<file path="src/rtl/seg_7_scan_driver_if.sv">
// Bundle of the scan driver's display inputs and multiplexed segment outputs.
// master = the side that supplies digits, slave = the scan driver itself.
interface seg_7_scan_driver_if #(
  parameter int NUM_DIGITS = 4
);
  logic                    enable;
  logic [4*NUM_DIGITS-1:0] bin_in;
  logic [NUM_DIGITS-1:0]   dot_in;
  logic [NUM_DIGITS-1:0]   blank_in;
  logic [NUM_DIGITS-1:0]   seg_select_out;
  logic [7:0]              hex_out;
  logic [2:0]              digit_idx;

  modport master (
    output enable, bin_in, dot_in, blank_in,
    input  seg_select_out, hex_out, digit_idx
  );

  modport slave (
    input  enable, bin_in, dot_in, blank_in,
    output seg_select_out, hex_out, digit_idx
  );
endinterface

</file>
<file path="src/rtl/seg_7_scan_driver.sv">
// Time-multiplexed 7-segment driver: frame-synchronous input snapshot, hex font decode,
// one registered output stage. Optional leading-zero suppression under SEG_7_LEADING_ZERO_BLANK_EN.
module seg_7_scan_driver #(
  parameter int NUM_DIGITS  = 4,
  parameter int REFRESH_DIV = 100000
) (
  input logic                 clk,
  input logic                 reset,
  seg_7_scan_driver_if.slave  bus
);

  localparam int CNT_W = (REFRESH_DIV > 1) ? $clog2(REFRESH_DIV) : 1;
  localparam logic [CNT_W-1:0] CNT_LAST = CNT_W'(REFRESH_DIV - 1);
  localparam logic [2:0]       IDX_LAST = 3'(NUM_DIGITS - 1);

  function automatic logic [6:0] hex_font(input logic [3:0] v);
    case (v)
      4'h0: hex_font = 7'h40;
      4'h1: hex_font = 7'h79;
      4'h2: hex_font = 7'h24;
      4'h3: hex_font = 7'h30;
      4'h4: hex_font = 7'h19;
      4'h5: hex_font = 7'h12;
      4'h6: hex_font = 7'h02;
      4'h7: hex_font = 7'h78;
      4'h8: hex_font = 7'h00;
      4'h9: hex_font = 7'h10;
      4'hA: hex_font = 7'h08;
      4'hB: hex_font = 7'h03;
      4'hC: hex_font = 7'h46;
      4'hD: hex_font = 7'h21;
      4'hE: hex_font = 7'h06;
      default: hex_font = 7'h0E;
    endcase
  endfunction

  logic [CNT_W-1:0]        cnt_p0;
  logic [2:0]              idx_p0;
  logic                    vld_p0;
  logic [4*NUM_DIGITS-1:0] bin_p0;
  logic [NUM_DIGITS-1:0]   dot_p0;
  logic [NUM_DIGITS-1:0]   blank_p0;

  // Stage p0: slot timing, digit index and frame-start snapshot
  always_ff @(posedge clk or posedge reset) begin
    if (reset) begin
      cnt_p0   <= '0;
      idx_p0   <= '0;
      vld_p0   <= 1'b0;
      bin_p0   <= '0;
      dot_p0   <= '0;
      blank_p0 <= '0;
    end else begin
      vld_p0 <= 1'b1;
      if (cnt_p0 == CNT_LAST) begin
        cnt_p0 <= '0;
        idx_p0 <= (idx_p0 == IDX_LAST) ? 3'd0 : idx_p0 + 3'd1;
      end else begin
        cnt_p0 <= cnt_p0 + 1'b1;
      end
      if (cnt_p0 == '0 && idx_p0 == 3'd0) begin
        bin_p0   <= bus.bin_in;
        dot_p0   <= bus.dot_in;
        blank_p0 <= bus.blank_in;
      end
    end
  end

  logic [3:0]            nib_sel;
  logic                  dot_sel;
  logic                  blank_sel;
  logic [NUM_DIGITS-1:0] anode_sel;

  always_comb begin
    nib_sel   = 4'h0;
    dot_sel   = 1'b0;
    blank_sel = 1'b0;
    anode_sel = '1;
    for (int k = 0; k < NUM_DIGITS; k++) begin
      if (idx_p0 == 3'(k)) begin
        nib_sel      = bin_p0[4*k +: 4];
        dot_sel      = dot_p0[k];
        blank_sel    = blank_p0[k];
        anode_sel[k] = 1'b0;
      end
    end
  end

  logic lz_blank;
`ifdef SEG_7_LEADING_ZERO_BLANK_EN
  // Digit k>0 is a leading zero when it and every higher nibble is zero and its dp is off
  always_comb begin
    lz_blank = 1'b0;
    for (int k = 1; k < NUM_DIGITS; k++) begin
      if (idx_p0 == 3'(k) && (bin_p0 >> (4*k)) == '0 && !dot_p0[k])
        lz_blank = 1'b1;
    end
  end
`else
  assign lz_blank = 1'b0;
`endif

  logic [NUM_DIGITS-1:0] sel_p1;
  logic [7:0]            hex_p1;
  logic [2:0]            idx_p1;

  // Stage p1: registered anode/cathode drive
  always_ff @(posedge clk or posedge reset) begin
    if (reset) begin
      sel_p1 <= '1;
      hex_p1 <= 8'hFF;
      idx_p1 <= '0;
    end else begin
      idx_p1 <= idx_p0;
      if (!vld_p0 || !bus.enable) begin
        sel_p1 <= '1;
        hex_p1 <= 8'hFF;
      end else begin
        sel_p1 <= anode_sel;
        hex_p1 <= (blank_sel || lz_blank) ? 8'hFF : {~dot_sel, hex_font(nib_sel)};
      end
    end
  end

  assign bus.seg_select_out = sel_p1;
  assign bus.hex_out        = hex_p1;
  assign bus.digit_idx      = idx_p1;

endmodule

</file>
<file path="src/flat_wrapper.sv">
// flat-port wrapper written by rule: the top's interface ports become plain ports
module seg_7_scan_driver_flat 
#(
  parameter int NUM_DIGITS  = 4,
  parameter int REFRESH_DIV = 100000
)
  (clk, reset, bus_enable, bus_bin_in, bus_dot_in, bus_blank_in, bus_seg_select_out, bus_hex_out, bus_digit_idx);
  seg_7_scan_driver_if #(.NUM_DIGITS(NUM_DIGITS)) bus_i ();
  input logic clk;
  input logic reset;
  input wire logic [$bits(bus_i.enable)-1:0] bus_enable;
  input wire logic [$bits(bus_i.bin_in)-1:0] bus_bin_in;
  input wire logic [$bits(bus_i.dot_in)-1:0] bus_dot_in;
  input wire logic [$bits(bus_i.blank_in)-1:0] bus_blank_in;
  output wire logic [$bits(bus_i.seg_select_out)-1:0] bus_seg_select_out;
  output wire logic [$bits(bus_i.hex_out)-1:0] bus_hex_out;
  output wire logic [$bits(bus_i.digit_idx)-1:0] bus_digit_idx;
  assign bus_i.enable = bus_enable;
  assign bus_i.bin_in = bus_bin_in;
  assign bus_i.dot_in = bus_dot_in;
  assign bus_i.blank_in = bus_blank_in;
  assign bus_seg_select_out = bus_i.seg_select_out;
  assign bus_hex_out = bus_i.hex_out;
  assign bus_digit_idx = bus_i.digit_idx;
  seg_7_scan_driver #(.NUM_DIGITS(NUM_DIGITS), .REFRESH_DIV(REFRESH_DIV)) u_core (.clk(clk), .reset(reset), .bus(bus_i));
endmodule
</file>
<file path="config.mk">
export PLATFORM = sky130hd
export DESIGN_NAME = seg_7_scan_driver_flat
export DESIGN_NICKNAME = d
export VERILOG_FILES = /design/src/rtl/seg_7_scan_driver_if.sv /design/src/rtl/seg_7_scan_driver.sv /design/src/flat_wrapper.sv
export SDC_FILE = /design/constraint.sdc
export NUM_CORES = 1
export LEC_CHECK = 0
export CAP_MARGIN = 20
export CORE_UTILIZATION = 39
export DETAILED_ROUTE_END_ITERATION = 7
export MAX_ROUTING_LAYER = met4
export PLACE_DENSITY = 0.73
export SLEW_MARGIN = 20
export SYNTH_ARGS = -nofsm -noshare
export SYNTH_HDL_FRONTEND = slang
export SYNTH_SLANG_ARGS = --single-unit
</file>
<file path="constraint.sdc">
create_clock -name clk -period 3 [get_ports clk]
set_input_delay 0.3 -clock clk [delete_from_list [all_inputs] [get_ports clk]]
set_output_delay 0.3 -clock clk [all_outputs]
set_load 0.01 [all_outputs]
</file>
==> run metrics <==
Hold Slack 0.208 ns; post-route ant nets 0; switching portion of total power 0.224; Overflow after GRT 0; post-CTS sizing 0; peak supply drop 0.183 mV; fin crit share 0.883; fin area 3570 µm²; Fmax 377 MHz; post-synth top area share 0.416; CTS Buf Count 9; drc violations 0; layout cells sized above 1 0.201; Final Skew 0.00778 ns; gpl congestion 0.921; DIE AREA 7740 µm²; CTS H-tree lvls 3; Filler cells 641; Vias per Instance 4.96; initial antenna violation count 0; most frequent cells after synthesis dfrtp_1, nand2_1, mux2_2, nor2_1, ha_1; crit end category flop; DR vias 1981; sw power 366 µW; syn nets 290; register area 1520 µm²; Logic pwr share 0.076; Die W 88.0 µm; worst skew pair latency 0.34 ns; Syn Inst Count 250; PwrDens 459 nW/µm²; area of the multi-input gates 1270 µm²; area grow syn2layout 23.8%; Rows 30; Die Ht 88.0 µm; Post-synth EDFFs 0; most frequent cell after synthesis dfrtp_1; Tmin final 2.65 ns; Flop pwr share 0.517; critical-path maximum fanout 13; ANT cells 0; nets@finish 338; Ports 42; setup TNS 0 ns; synth top area cells dfrtp_1, dfstp_2, mux2_2, ha_1, nand2_1; Max Buffers Root-to-Sink 2; vias in the first global route 2036; Max Slew Vio Count 0; async set-reset flop share out of synthesis 1.00; Pre-antenna DRT Iters 4; max cap viols 0; root buf cell clkbuf_8; Setup crit start kind flop; Final setup viols 0; Mapped Area 2880 µm²; pin count of the biggest net entering global routing 31; CTS tree built; prevailing post-synth register cell dfrtp_1; WP data required 3.26 ns; worst rel slew slack 0.543; CTS sink count 60; sequential area share after synthesis 0.526; DP HPWL 4.04 mm; # hold bufs at CTS 0; Int Power 1.27 mW; Distinct cells, synth 52; Core ar. 6980 µm²; Worst Setup Path Type reg -> reg; clock power share 0.407; status finished clean; Min-Delay Path Class in -> async; Final Hold Viols 0; placed instance area 3390 µm²; unrepaired setup endpoints after global routing no; Post-CTS Setup Inserts 0; DRT Wirelength 5.67 mm; wire per inst 14.2 µm; flops & latches, synth 60; clk slew on worst S/H paths 0.07 ns; overall routing resource usage 0.173; largest area contributor in the netlist dfrtp_1; Starting Density 0.413; Arr. time, crit path 2.91 ns; Synth Area per Inst 11.5 µm²; DRT iter0 DRCs 119; LEAKAGE 1.53 nW; worst-margin pin slew 0.684 ns; first-pass GRT wire length 9.60 mm; Yosys warnings 0; Port Buf Inserts 41
[routing by layer]
metal  routed length (µm)  global-route usage
met1                 2760               0.218
met4                  101              0.0805
met5                    0                   -
met3                  216              0.0462
met2                 2590               0.257
[cell type report]
type                            instances  share of cell area
Sequential cell                        60               0.425
Multi-Input combinational cell        172               0.356
Timing Repair Buffer                   46               0.125
Clock buffer                           15              0.0494
Tap cell                               96              0.0336
Inverter                                9             0.00946
Clock inverter                          1             0.00140
[placed cells by master (no fill, tap or decap), types with 3 or more instances in the layout]
master	Yosys	final
dfrtp_1	48	48
clkdlybuf4s50_1	0	41
nand2_1	28	28
mux2_2	22	22
nor2_1	15	15
ha_1	13	13
clkbuf_8	0	12
dfstp_2	12	12
nand3_1	9	9
o21ai_0	9	9
xor2_1	8	8
a21oi_1	8	8
inv_1	8	7
xnor2_1	6	6
buf_4	3	5
nand2b_1	4	4
mux2i_1	4	4
nor3_1	3	3
nor2b_1	3	3
nand3b_1	3	3
o221ai_1	3	3
clkbuf_1	1	3
[cell families after synthesis]
family | synth area share
other | 0.00130
AOI/OAI and AO/OA | 0.0933
and+or+nand+nor | 0.147
adders and majority gates | 0.0564
xor gates and xnor gates | 0.0425
DFF | 0.526
buffers and inverters | 0.0338
muxes | 0.0998
[flip-flops by register name (all words and copies together), names as in the netlist]
register / count
u_core.bus.seg_select_out: 4
u_core.vld_p0: 1
u_core.bin_p0: 16
u_core.idx_p0: 3
u_core.bus.digit_idx: 3
u_core.dot_p0: 4
u_core.cnt_p0: 17
u_core.bus.hex_out: 8
u_core.blank_p0: 4
[stage by stage]
step / total power [mW] / util / cells / worst slack [ns]
after floorplan: 0.921 / - / 250 / 0.828
after global placement: 0.983 / 0.485 / 383 / 0.523
after detailed placement: 0.986 / 0.485 / 383 / 0.399
after CTS: 1.65 / 0.511 / 399 / 0.341
after global routing: 1.71 / 0.511 / 399 / 0.0473
final: 1.64 / 0.511 / 399 / 0.351
[final timing paths]
check                                 start                            to  slack [ns]  cells past startpoint
max reg2reg                u_core.idx_p0[1]         u_core.bus.hex_out[3]        0.35                     11
min reg2reg                u_core.idx_p0[1]       u_core.bus.digit_idx[1]        0.46                      0
max                        u_core.idx_p0[1]         u_core.bus.hex_out[3]        0.35                     11
min                                   reset             u_core.cnt_p0[10]        0.21                      2
min in group clk           u_core.idx_p0[1]       u_core.bus.digit_idx[1]        0.46                      0
max in group asynchronous             reset  u_core.bus.seg_select_out[3]        2.09                      3
[power by group through the flow]
stage	clock network [mW]	logic [mW]	registers, mW
floorplan	0	0.0619	0.859
global placement	0	0.122	0.860
detailed placement	0	0.125	0.861
CTS	0.678	0.126	0.847
global route	0.721	0.139	0.848
finish	0.666	0.124	0.847
[critical path, stage by stage (launching register included)]
cell and delay (ns):
dfrtp_1 0.42, inv_1 0.11, ha_1 0.39, and2b_1 0.23, a221oi_1 0.24, o31ai_1 0.11
nand2b_1 0.21, inv_1 0.13, ha_1 0.27, and2_0 0.15, a211oi_1 0.20, o21ai_1 0.10
Power figures use the tool's default switching activity.
